`src/rtl/elevator_scheduler.sv`:
```
// rtl/elevator_scheduler.sv - LOOK request scheduler driving the four-floor elevator floor machine
//
// Ports:
//   CLK            clock, all state updates on the rising edge
//   RST_N          asynchronous active-low reset
//   call_req[3:0]  per-floor call buttons, bit i = floor i+1 (level or pulse)
//   floor_in[2:0]  current floor from the floor machine, encoded 1..4
//   stop_go        to floor machine, 0 = step one floor this cycle
//   up_down        to floor machine, step direction (1 = up)
//   door_open      high during door dwell at a served floor
//   moving         high while stepping or travelling between floors
//   pending[3:0]   registered outstanding requests
//   fault          sticky, set when floor_in is outside 1..4
module elevator_scheduler #(
  parameter int TRAVEL_CYCLES = 8,
  parameter int DOOR_CYCLES   = 16
) (
  input  logic       CLK,
  input  logic       RST_N,
  input  logic [3:0] call_req,
  input  logic [2:0] floor_in,
  output logic       stop_go,
  output logic       up_down,
  output logic       door_open,
  output logic       moving,
  output logic [3:0] pending,
  output logic       fault
);

  localparam logic [1:0] S_IDLE   = 2'd0;
  localparam logic [1:0] S_STEP   = 2'd1;
  localparam logic [1:0] S_TRAVEL = 2'd2;
  localparam logic [1:0] S_DOOR   = 2'd3;

  localparam logic [7:0] TRAVEL_LD = 8'(TRAVEL_CYCLES);
  localparam logic [7:0] DOOR_LD   = 8'(DOOR_CYCLES);

  logic [1:0] state;
  logic [7:0] timer;
  logic       dir;

  logic       floor_ok;
  logic [1:0] cur;
  logic [3:0] cur_bit;
  logic [3:0] above;
  logic [3:0] below;
  logic [3:0] call_keep;
  logic       door_press;
  logic       evaluate;
  logic       dec_door;
  logic       dec_step;
  logic       dec_dir;
  logic [1:0] dec_state;
  logic [7:0] dec_timer;
  logic       enter_door;

  always_comb begin
    floor_ok = (floor_in >= 3'd1) && (floor_in <= 3'd4);
    cur      = floor_in[1:0] - 2'd1;
    cur_bit  = 4'd1 << cur;
    // Bits strictly above / below the current floor; at floor 4 the shifted
    // mask wraps to zero so "above" is empty.
    above    = pending & ~((cur_bit << 1) - 4'd1);
    below    = pending & (cur_bit - 4'd1);

    // A re-press of the current floor while the door is open holds the door
    // rather than queueing a request that would reopen it later.
    door_press = (state == S_DOOR) && floor_ok && (|(call_req & cur_bit));
    call_keep  = ((state == S_DOOR) && floor_ok) ? (call_req & ~cur_bit) : call_req;

    evaluate = (state == S_IDLE) ||
               ((state == S_TRAVEL) && (timer == 8'd1)) ||
               ((state == S_DOOR) && !door_press && (timer == 8'd1));

    // LOOK decision: serve here, else continue ahead, else reverse, else idle.
    dec_door = |(pending & cur_bit);
    dec_step = 1'b0;
    dec_dir  = dir;
    if (!dec_door) begin
      if (dir ? (|above) : (|below)) begin
        dec_step = 1'b1;
      end else if (dir ? (|below) : (|above)) begin
        dec_step = 1'b1;
        dec_dir  = ~dir;
      end
    end
    dec_state = dec_door ? S_DOOR : (dec_step ? S_STEP : S_IDLE);
    dec_timer = dec_door ? DOOR_LD : 8'd0;

    enter_door = !fault && floor_ok && evaluate && dec_door;
  end

  always_ff @(posedge CLK or negedge RST_N) begin
    if (!RST_N) begin
      state   <= S_IDLE;
      timer   <= 8'd0;
      dir     <= 1'b1;
      pending <= 4'd0;
      fault   <= 1'b0;
    end else begin
      // Clear beats set: a call for this floor on the door-entry edge is
      // served by that door opening.
      pending <= (pending | call_keep) & ~(enter_door ? cur_bit : 4'd0);
      if (!floor_ok) begin
        fault <= 1'b1;
      end
      if (fault || !floor_ok) begin
        state <= S_IDLE;
        timer <= 8'd0;
      end else if (evaluate) begin
        state <= dec_state;
        timer <= dec_timer;
        dir   <= dec_dir;
      end else begin
        case (state)
          S_STEP: begin
            state <= S_TRAVEL;
            timer <= TRAVEL_LD;
          end
          S_TRAVEL: timer <= timer - 8'd1;
          S_DOOR:   timer <= door_press ? DOOR_LD : (timer - 8'd1);
          default:  timer <= 8'd0;
        endcase
      end
    end
  end

  // Outputs decode straight from registers so reset takes effect immediately.
  // dir only changes on entry to STEP, so it doubles as the held up_down.
  assign stop_go   = (state != S_STEP);
  assign up_down   = dir;
  assign door_open = (state == S_DOOR);
  assign moving    = (state == S_STEP) || (state == S_TRAVEL);

endmodule

```
`config.mk`:
```
export PLATFORM = sky130hd
export DESIGN_NAME = elevator_scheduler
export DESIGN_NICKNAME = d
export VERILOG_FILES = /design/src/rtl/elevator_scheduler.sv
export SDC_FILE = /design/constraint.sdc
export NUM_CORES = 1
export LEC_CHECK = 0
export ABC_AREA = 1
export BUFFER_PORTS_ARGS = -buffer_cell sky130_fd_sc_hd__buf_2
export CELL_PAD_IN_SITES_DETAIL_PLACEMENT = 0
export CELL_PAD_IN_SITES_GLOBAL_PLACEMENT = 1
export CORE_ASPECT_RATIO = 1.2
export CORE_UTILIZATION = 40
export DETAILED_ROUTE_END_ITERATION = 10
export HOLD_SLACK_MARGIN = 0.15
export PLACE_DENSITY_LB_ADDON = 0.25
export SLEW_MARGIN = 0
export SYNTH_ARGS = -nofsm -noshare
export SYNTH_HDL_FRONTEND = slang
export SYNTH_SLANG_ARGS = --single-unit
```
`constraint.sdc`:
```
create_clock -name CLK -period 1.9 [get_ports CLK]
set_input_delay 0 -clock CLK [delete_from_list [all_inputs] [get_ports CLK]]
set_output_delay 0 -clock CLK [all_outputs]
set_load 0.005 [all_outputs]
```
* Word-level counts from Yosys, hierarchy flattened
Cells that the tools add are included.
** Operators by class
- Add/sub/neg operators :: 4
- Magnitude comparators :: 2
- Eq/ne operators :: 5
- Shifts and indexed selects :: 1
- Muxes and demuxes :: 17
- Bitwise operators :: 14
- Reduce and logical (&&, ||, !) cells :: 23
** Operator list (count)
- $and A4 B4 Y4 :: 6
- $mux W8 :: 3
- $pmux W8 S3 :: 1
- $reduce_or A4 Y1 :: 4
- $not A4 Y4 :: 3
- $logic_and A1 B1 Y1 :: 9
- $eq A8 B1 Y1 const B :: 1
- $mux W2 :: 4
- $mux W4 :: 2
- $sub A4 B1 Y4 const B :: 2
- $sub A8 B1 Y8 const B :: 1
- $mux W1 :: 6
- $mux W5 :: 1
- $reduce_and A5 Y1 :: 1
- $eq A2 B2 Y1 const B :: 2
- $logic_or A1 B1 Y1 :: 4
- $not A1 Y1 :: 4
- $or A4 B4 Y4 :: 1
- $shl A1 B2 Y4 const A :: 1
- $ge A3 B1 Y1 const B :: 1
- $le A3 B3 Y1 const B :: 1
- $logic_not A1 Y1 :: 3
- $reduce_bool A3 Y1 :: 1
- $eq A2 B1 Y1 const B :: 1
- 3 further kinds :: 3
** Storage, ports and cells
- Register bits :: 16
- Bits of input ports :: 9
- Output and inout port bits :: 9

* Depth between registers and ports, before layout
Gate-level depths: netlist of the first run.
- Depth in word-level cells :: 14
- Depth in mapped cells :: 12
- Mapped depth without buffers :: 12

* Worst setup path before layout of the first run
OpenSTA, ideal clock, no wires.
- Kind :: register -> register
- Start point :: reg state[0]
- End point :: reg timer[0]
- Setup time :: 0.069 ns
- Data arrival time :: 1.365 ns
- Data required time :: 1.831 ns
- Path slack :: 0.465 ns
- Cell stages (with the launch flop) :: 10
- Cell sequence :: dfrtp_1 > ha_1 > inv_1 > nor2_4 > nand2_2 > nand3_2 > nand2_4 > nor2_8 > nand2_4 > nor2_2
** On the way
- Longest elaborated chain between the ends :: 9
** Ends and longest elaborated chain
- start: declaration :: line 38 : logic [1:0] state;
- start signal: assignment :: line 111 : state <= dec_state;
- $eq A2 B2 Y1 (*)
- via door_open :: line 24 : output logic door_open,
- branches (longest 6 deep; another with $mux W8)
- $mux W8 (*) :: line 110 : end else if (evaluate) begin
- $mux W8 (*) :: line 107 : if (fault || !floor_ok) begin
- end signal: assignment :: line 112 : timer <= dec_timer;
- end signal: assignment :: line 120 : S_TRAVEL: timer <= timer - 8'd1;
- end signal: assignment :: line 121 : S_DOOR: timer <= door_press ? DOOR_LD : (timer - 8'd1);
- end: declaration :: line 39 : logic [7:0] timer;
Mark *: on every way through the listed nets, which the timed path passes.
A chain may end at the register's enable or synchronous reset.

* Worst setup path after layout of the first run
- Start point :: reg state[0]
- End point :: reg timer[7]
** On the way
- Longest elaborated chain between the ends :: 9
** Ends and longest elaborated chain (line)
- branches (longest 7 deep; another with $mux W8)
- $mux W8 (*) :: 110
- $mux W8 (*) :: 107
Every way passes the cells marked *.

==> impl_metrics.toml, run 1 <==
[outcome]
run_status = "finished, final reports clean"

[pwr]
p_int_uw = 450.8
switching_share_pct = 25.20
clkPwrFrac_pct = 31.1
vdd_drop_max_mv = 0.3563
pwr-share-seq_pct = 56.7
pwr-share-comb_pct = 12.2
leakage_nw = 0.7456
netSwitchingPower_uw = 151.9
cellPowerDensity_nw_per_um2 = 437.1

[clock_tree]
htreeDepth = 1
clockRootBuffer = "clkbuf_4"
cts_resized = 0
clk_latency_ns = 0.28
cts_tree = "done"
cts-buffers-inserted = 3
cts_buffer_depth = 2
clock_sinks = 16
clkTransAtPathRegs_ns = 0.09
cts_setup_buffers = 0

[synthesis]
netlist.area_leader.share_pct = 31.95
ys_ff_latch = 16
async_flop_share_pct = 100.0
synth_cell_types = 22
synth.avg_cell_area_um2 = 7.629
synthCells = 154
netlist_area_um2 = 1175
seq_area_frac_synth_pct = 34.19
syn_nets = 174
yosysWarnings = 0
synth_area_leaders = "dfrtp_1, nand2_1, ha_1"
synth_edf_count = 0
synthFlopType = "dfrtp_1"
yosysTopAreaCell = "dfrtp_1"

[sta]
hold_viol_final = 0
min_period_ns = 1.626
finalMaxSlewViolations = 0
finalSetupTns_ns = 0
grt_setup_unrepaired = "false"
max_freq_ghz = 0.6150
setup_viol = 0
tightest_slew_ns = 0.3816
fin_worst_skew_ns = 0.001244
max-slew-margin-rel_pct = 74.56
fin_crit_sh_pct = 85.58

[cells_and_area]
diodes = 0
mostFrequentLayoutCells = "nand2_1, inv_1, buf_2"
mostFrequentLayoutCell = "nand2_1"
fin_nets = 201
drive_above_1_share_pct = 20.56
area_growth_pct = 17.36
fin_util_pct = 49.51

[placement]
dp_hpwl_um = 1957
port_buffers = 17
place.gp.congestion = 0.7616

[die]
core_um2 = 2785
initial_core_util_pct = 42.18
io_pins = 18
die_h_um = 61.37
rows = 21
die_x_um = 51.48
die_area_um2 = 3159

[setup_path]
r2r_start = "state[0]"
critical_path_arrival_ns = 1.85
crit_chain = "ha_1, inv_1, nor2_4, nand2_2, nand3_2, nand2_4, nor2_8, nand2_4, nor2_2"
cpMostUsedCell = "nand2_4"
cp-end-kind = "flip-flop"
r2r_cells = 9
cp.required_ns = 2.12
critPathMaxFanout = 9
cp.depth = 9
crit_start = "state[0]"
cp_top_family = "simple AND/OR/NAND/NOR gates"
slowest_delay_ns = 0.43
path_class = "flip-flop to flip-flop"
worst_setup_path_start_kind = "flip-flop"
slowest_stage = "dfrtp_1"
cp_num_buf_inv = 1

[worst_hold_path]
hp-class = "primary input to asynchronous set/reset pin"

[global_routing]
antenna_found_initial = 0
track_usage_pct = 16.68
grt_max_degree = 17
grt_pass1_vias = 932
overflow = 0
grt_pass1_wl_um = 3884

[detailed_routing]
first_pass_iters = 4
num_vias = 1057
vias_per_cell = 4.939
drt.antenna.violating_nets = 0
drcViolationCount = 0
drt_iter0_markers = 43
wirelength_um = 2436
detail_route.wl_per_cell_um = 11.38

[flow_run]
maxCapViolations = 0
[Yosys cell counts, types with 2 or more instances]
library cell,instances
a21o_1,2
a21oi_1,4
dfrtp_1,15
ha_1,11
inv_1,23
nand2_1,37
nand2_2,2
nand2_4,2
nand3_1,11
nand4_1,7
nor2_1,14
nor2_2,7
o21ai_0,6
xnor2_1,3
xor2_1,3
[worst paths after layout]
kind                            end  slack, ns
max                        timer[7]       0.27
min                           fault       0.16
max reg2reg                timer[7]       0.27
min reg2reg                timer[0]       0.48
max in group asynchronous   up_down       1.43
min in group CLK              fault       0.21
[kinds of logic (layout without fill, tap and decap cells)]
| family | after synthesis | after routing | share of synthesized area [%] |
|---|---|---|---|
| AOI/OAI and AO/OA | 14 | 14 | 7.029 |
| adders and majority gates | 11 | 11 | 11.71 |
| and+or+nand+nor | 83 | 83 | 34.93 |
| xor gates and xnor gates | 6 | 6 | 4.474 |
| buffers and inverters | 24 | 50 | 7.667 |
| DFF | 16 | 16 | 34.19 |
[what timing repair did]
item | in CTS | in global routing
endpoints found under the setup margin | 0 | 0
endpoints found under the hold margin | 20 | 0
hold buffers | 5 | 0
[through the flow]
stage	hold WS (ns)	instance area (um^2)	total power, mW	worst slack [ns]	cells
2_1_floorplan	-0.2956	1175	0.3856	0.4655	154
3_3_place_gp	-0.06243	1303	0.4137	0.3172	205
3_5_place_dp	-0.05716	1303	0.4144	0.2695	205
4_1_cts	0.1617	1379	0.6121	0.2531	214
5_1_grt	0.1814	1379	0.6370	0.1570	214
6_report	0.1612	1379	0.6027	0.2740	214
[registers in the layout, summed over array words and instances (netlist names)]
signal and count:
fault 1, pending 4, state 2, up_down 1, timer 8
[layout make-up]
cell class / instances / area, um^2
inverter: 24 / 90.09
timing repair buffer: 22 / 135.1
sequential: 16 / 401.6
clock buffer: 4 / 26.28
multi-input combinational: 114 / 683.2
fill: 287 / 1406
tap: 34 / 42.54
[per-layer routing]
metal,GRT usage [%],vias up,wire [um]
met4,5.792,0,25
met3,2.222,4,65
li1,-,538,-
met5,0,-,0
met1,18.93,498,1040
met2,31.91,17,1305
[power by group through the flow]
stage               combinational, mW  sequential [mW]  clock (mW)
floorplan                      0.0370            0.349           0
global route                   0.0833            0.342       0.212
finish                         0.0732            0.342       0.188
detailed placement             0.0659            0.348           0
global placement               0.0653            0.348           0
CTS                            0.0742            0.342       0.196
[worst reg2reg max path, stage by stage, from the launching register on]
cell     delay, ns
dfrtp_1       0.43
ha_1          0.26
inv_1         0.10
nor2_4        0.17
nand2_2       0.08
nand3_2       0.08
nand2_4       0.11
nor2_8        0.14
nand2_4       0.10
nor2_2        0.09
No activity file was read; power rests on OpenSTA's default activity.
==> run 2: changes to the inputs <==
==> constraint.sdc (replaced) <==
create_clock -name CLK -period 1.9 [get_ports CLK]
set_input_delay 0.285 -clock CLK [delete_from_list [all_inputs] [get_ports CLK]]
set_output_delay 0.285 -clock CLK [all_outputs]
set_load 0.005 [all_outputs]
==> run 2 against run 1 <==
  * Clock power is 21% higher
  * Core utilization decreased by 0.81 points
  * Sequential power hardly changed
  * Combinational power fell by 8.6%
  * Via count is 0.85% lower
  * Worst hold slack improved by 0.15 ns
  * First-iteration DRC count fell by 44%
  * Fmax decreased by 0.28%
  * Cell count fell by 1.4%
  * Clock-buffer cell count unchanged
  * Sequential share of layout area rose by 0.48 points
  * Critical endpoint unchanged
==> impl_metrics.toml, run 2 (synthesized netlist as in run 1, its figures left out) <==
[outcome]
run_status = "finished, final reports clean"

[sta]
tightest_slew_ns = 0.3687
max_freq_ghz = 0.6133
finalMaxSlewViolations = 0
finalSetupTns_ns = 0
fin_worst_skew_ns = 0.007310
hold_viol_final = 0
grt_setup_unrepaired = "false"
setup_viol = 0
min_period_ns = 1.631
max-slew-margin-rel_pct = 75.42
fin_crit_sh_pct = 85.82

[clock_tree]
htreeDepth = 1
clkTransAtPathRegs_ns = 0.10
clock_sinks = 16
clk_latency_ns = 0.29
cts_setup_buffers = 0
cts_resized = 0
cts_tree = "done"
hold_buffers = 1
cts_buffer_depth = 2
clockRootBuffer = "clkbuf_4"
cts-buffers-inserted = 3

[die]
initial_core_util_pct = 42.18
rows = 21
die_h_um = 61.37
core_um2 = 2785
die_x_um = 51.48
die_area_um2 = 3159
io_pins = 18

[cells_and_area]
fin_nets = 198
area_growth_pct = 15.44
diodes = 0
mostFrequentLayoutCells = "nand2_1, inv_1, buf_2"
mostFrequentLayoutCell = "nand2_1"
fin_area_um2 = 1356
largest_reg_flops = 8
instances_no_fill = 211
drive_above_1_share_pct = 22.03
top_register = "timer"
reg_top3 = "timer: 8 flops, pending: 4 flops, state: 2 flops"

[setup_path]
r2r_cells = 9
crit_chain = "ha_1, inv_1, nor2_4, nand2_2, nand3_2, nand2_4, nor2_8, nand2_4, nor2_2"
path_class = "flip-flop to flip-flop"
cp-end-kind = "flip-flop"
cp_num_buf_inv = 1
r2r-end = "timer[7]"
reg2reg_setup_slack_ns = 0.27
slowest_delay_ns = 0.45
crit_start = "state[0]"
crit_end = "timer[7]"
cp_top_family = "simple AND/OR/NAND/NOR gates"
worst_setup_path_start_kind = "flip-flop"
critical_path_arrival_ns = 1.85
slowest_stage = "dfrtp_1"
r2r_start = "state[0]"
cp.required_ns = 2.12
cp.depth = 9
cpMostUsedCell = "nand2_4"
critPathMaxFanout = 9

[global_routing]
grt_pass1_vias = 951
antenna_found_initial = 0
grt_max_degree = 17
grt_pass1_wl_um = 3995
overflow = 0
track_usage_pct = 17.15

[detailed_routing]
drcViolationCount = 0
drt.antenna.violating_nets = 0
wirelength_um = 2394
first_pass_iters = 5
vias_per_cell = 4.967
detail_route.wl_per_cell_um = 11.35
drt_iter0_markers = 24
num_vias = 1048

[pwr]
cellPowerDensity_nw_per_um2 = 468.4
leakage_nw = 0.7403
vdd_drop_max_mv = 0.3410

[worst_hold_path]
hp-class = "primary input to flip-flop"

[placement]
dp_hpwl_um = 1938
port_buffers = 17
place.gp.congestion = 0.7758
place_area_um2 = 1310
dp_cells = 206

[flow_run]
maxCapViolations = 0
run 2: cell count changes in the layout (fill, tap and decap cells not counted):
cell and delta:
dlygate4sd3_1 -4, buf_4 +1, clkbuf_1 -1, clkbuf_8 +1
run 2: layout make-up:
class	instances	area (um^2)
clock buffers	4	36.28
flip-flops and latches	16	401.6
repair buffers	19	102.6
fillers	304	1429
well taps	34	42.54
multi-input cells	114	683.2
inverters	24	90.09
run 2: metrics by stage:
step / setup slack [ns] / power (mW) / utilization (%) / hold WS, ns
2_1_floorplan: 0.4252 / 0.3856 / - / -0.01059
3_3_place_gp: 0.06296 / 0.4136 / 47.04 / 0.2242
3_5_place_dp: 0.03006 / 0.4141 / 47.04 / 0.2239
4_1_cts: 0.2607 / 0.6482 / 48.70 / 0.2973
5_1_grt: 0.1323 / 0.6708 / 48.70 / 0.3245
6_report: 0.2694 / 0.6353 / 48.70 / 0.3148
run 2: worst min-delay path by stage:
| stage | start | end | slack [ns] | cells after the start |
|---|---|---|---|---|
| after floorplan | RST_N | fault | -0.01 | 0 |
| after global placement | RST_N | fault | 0.22 | 1 |
| after detailed placement | RST_N | fault | 0.22 | 1 |
| after CTS | call_req[1] | pending[1] | 0.30 | 4 |
| final | call_req[1] | pending[1] | 0.31 | 4 |
| after global routing | call_req[2] | pending[2] | 0.32 | 4 |
run 2: power breakdown:
part           internal, mW  switching [mW]
logic                0.0228          0.0441
clock network         0.117           0.110
registers             0.341        0.000598
total                 0.481           0.155
run 2: worst reg2reg max path, delay by kind of cell, from the launching register on:
family        cells  cell delay (ns)
simple gates      7             0.76
flops             1             0.45
fa+ha+maj         1             0.26
buf+inv           1             0.10
run 2: metal layers:
layer	vias up	share of wire, %	global-route usage [%]
met5	-	0	0
met3	4	2.5	1.481
met4	0	1.1	8.108
li1	529	-	-
met1	499	43	20.31
met2	16	53	31.35
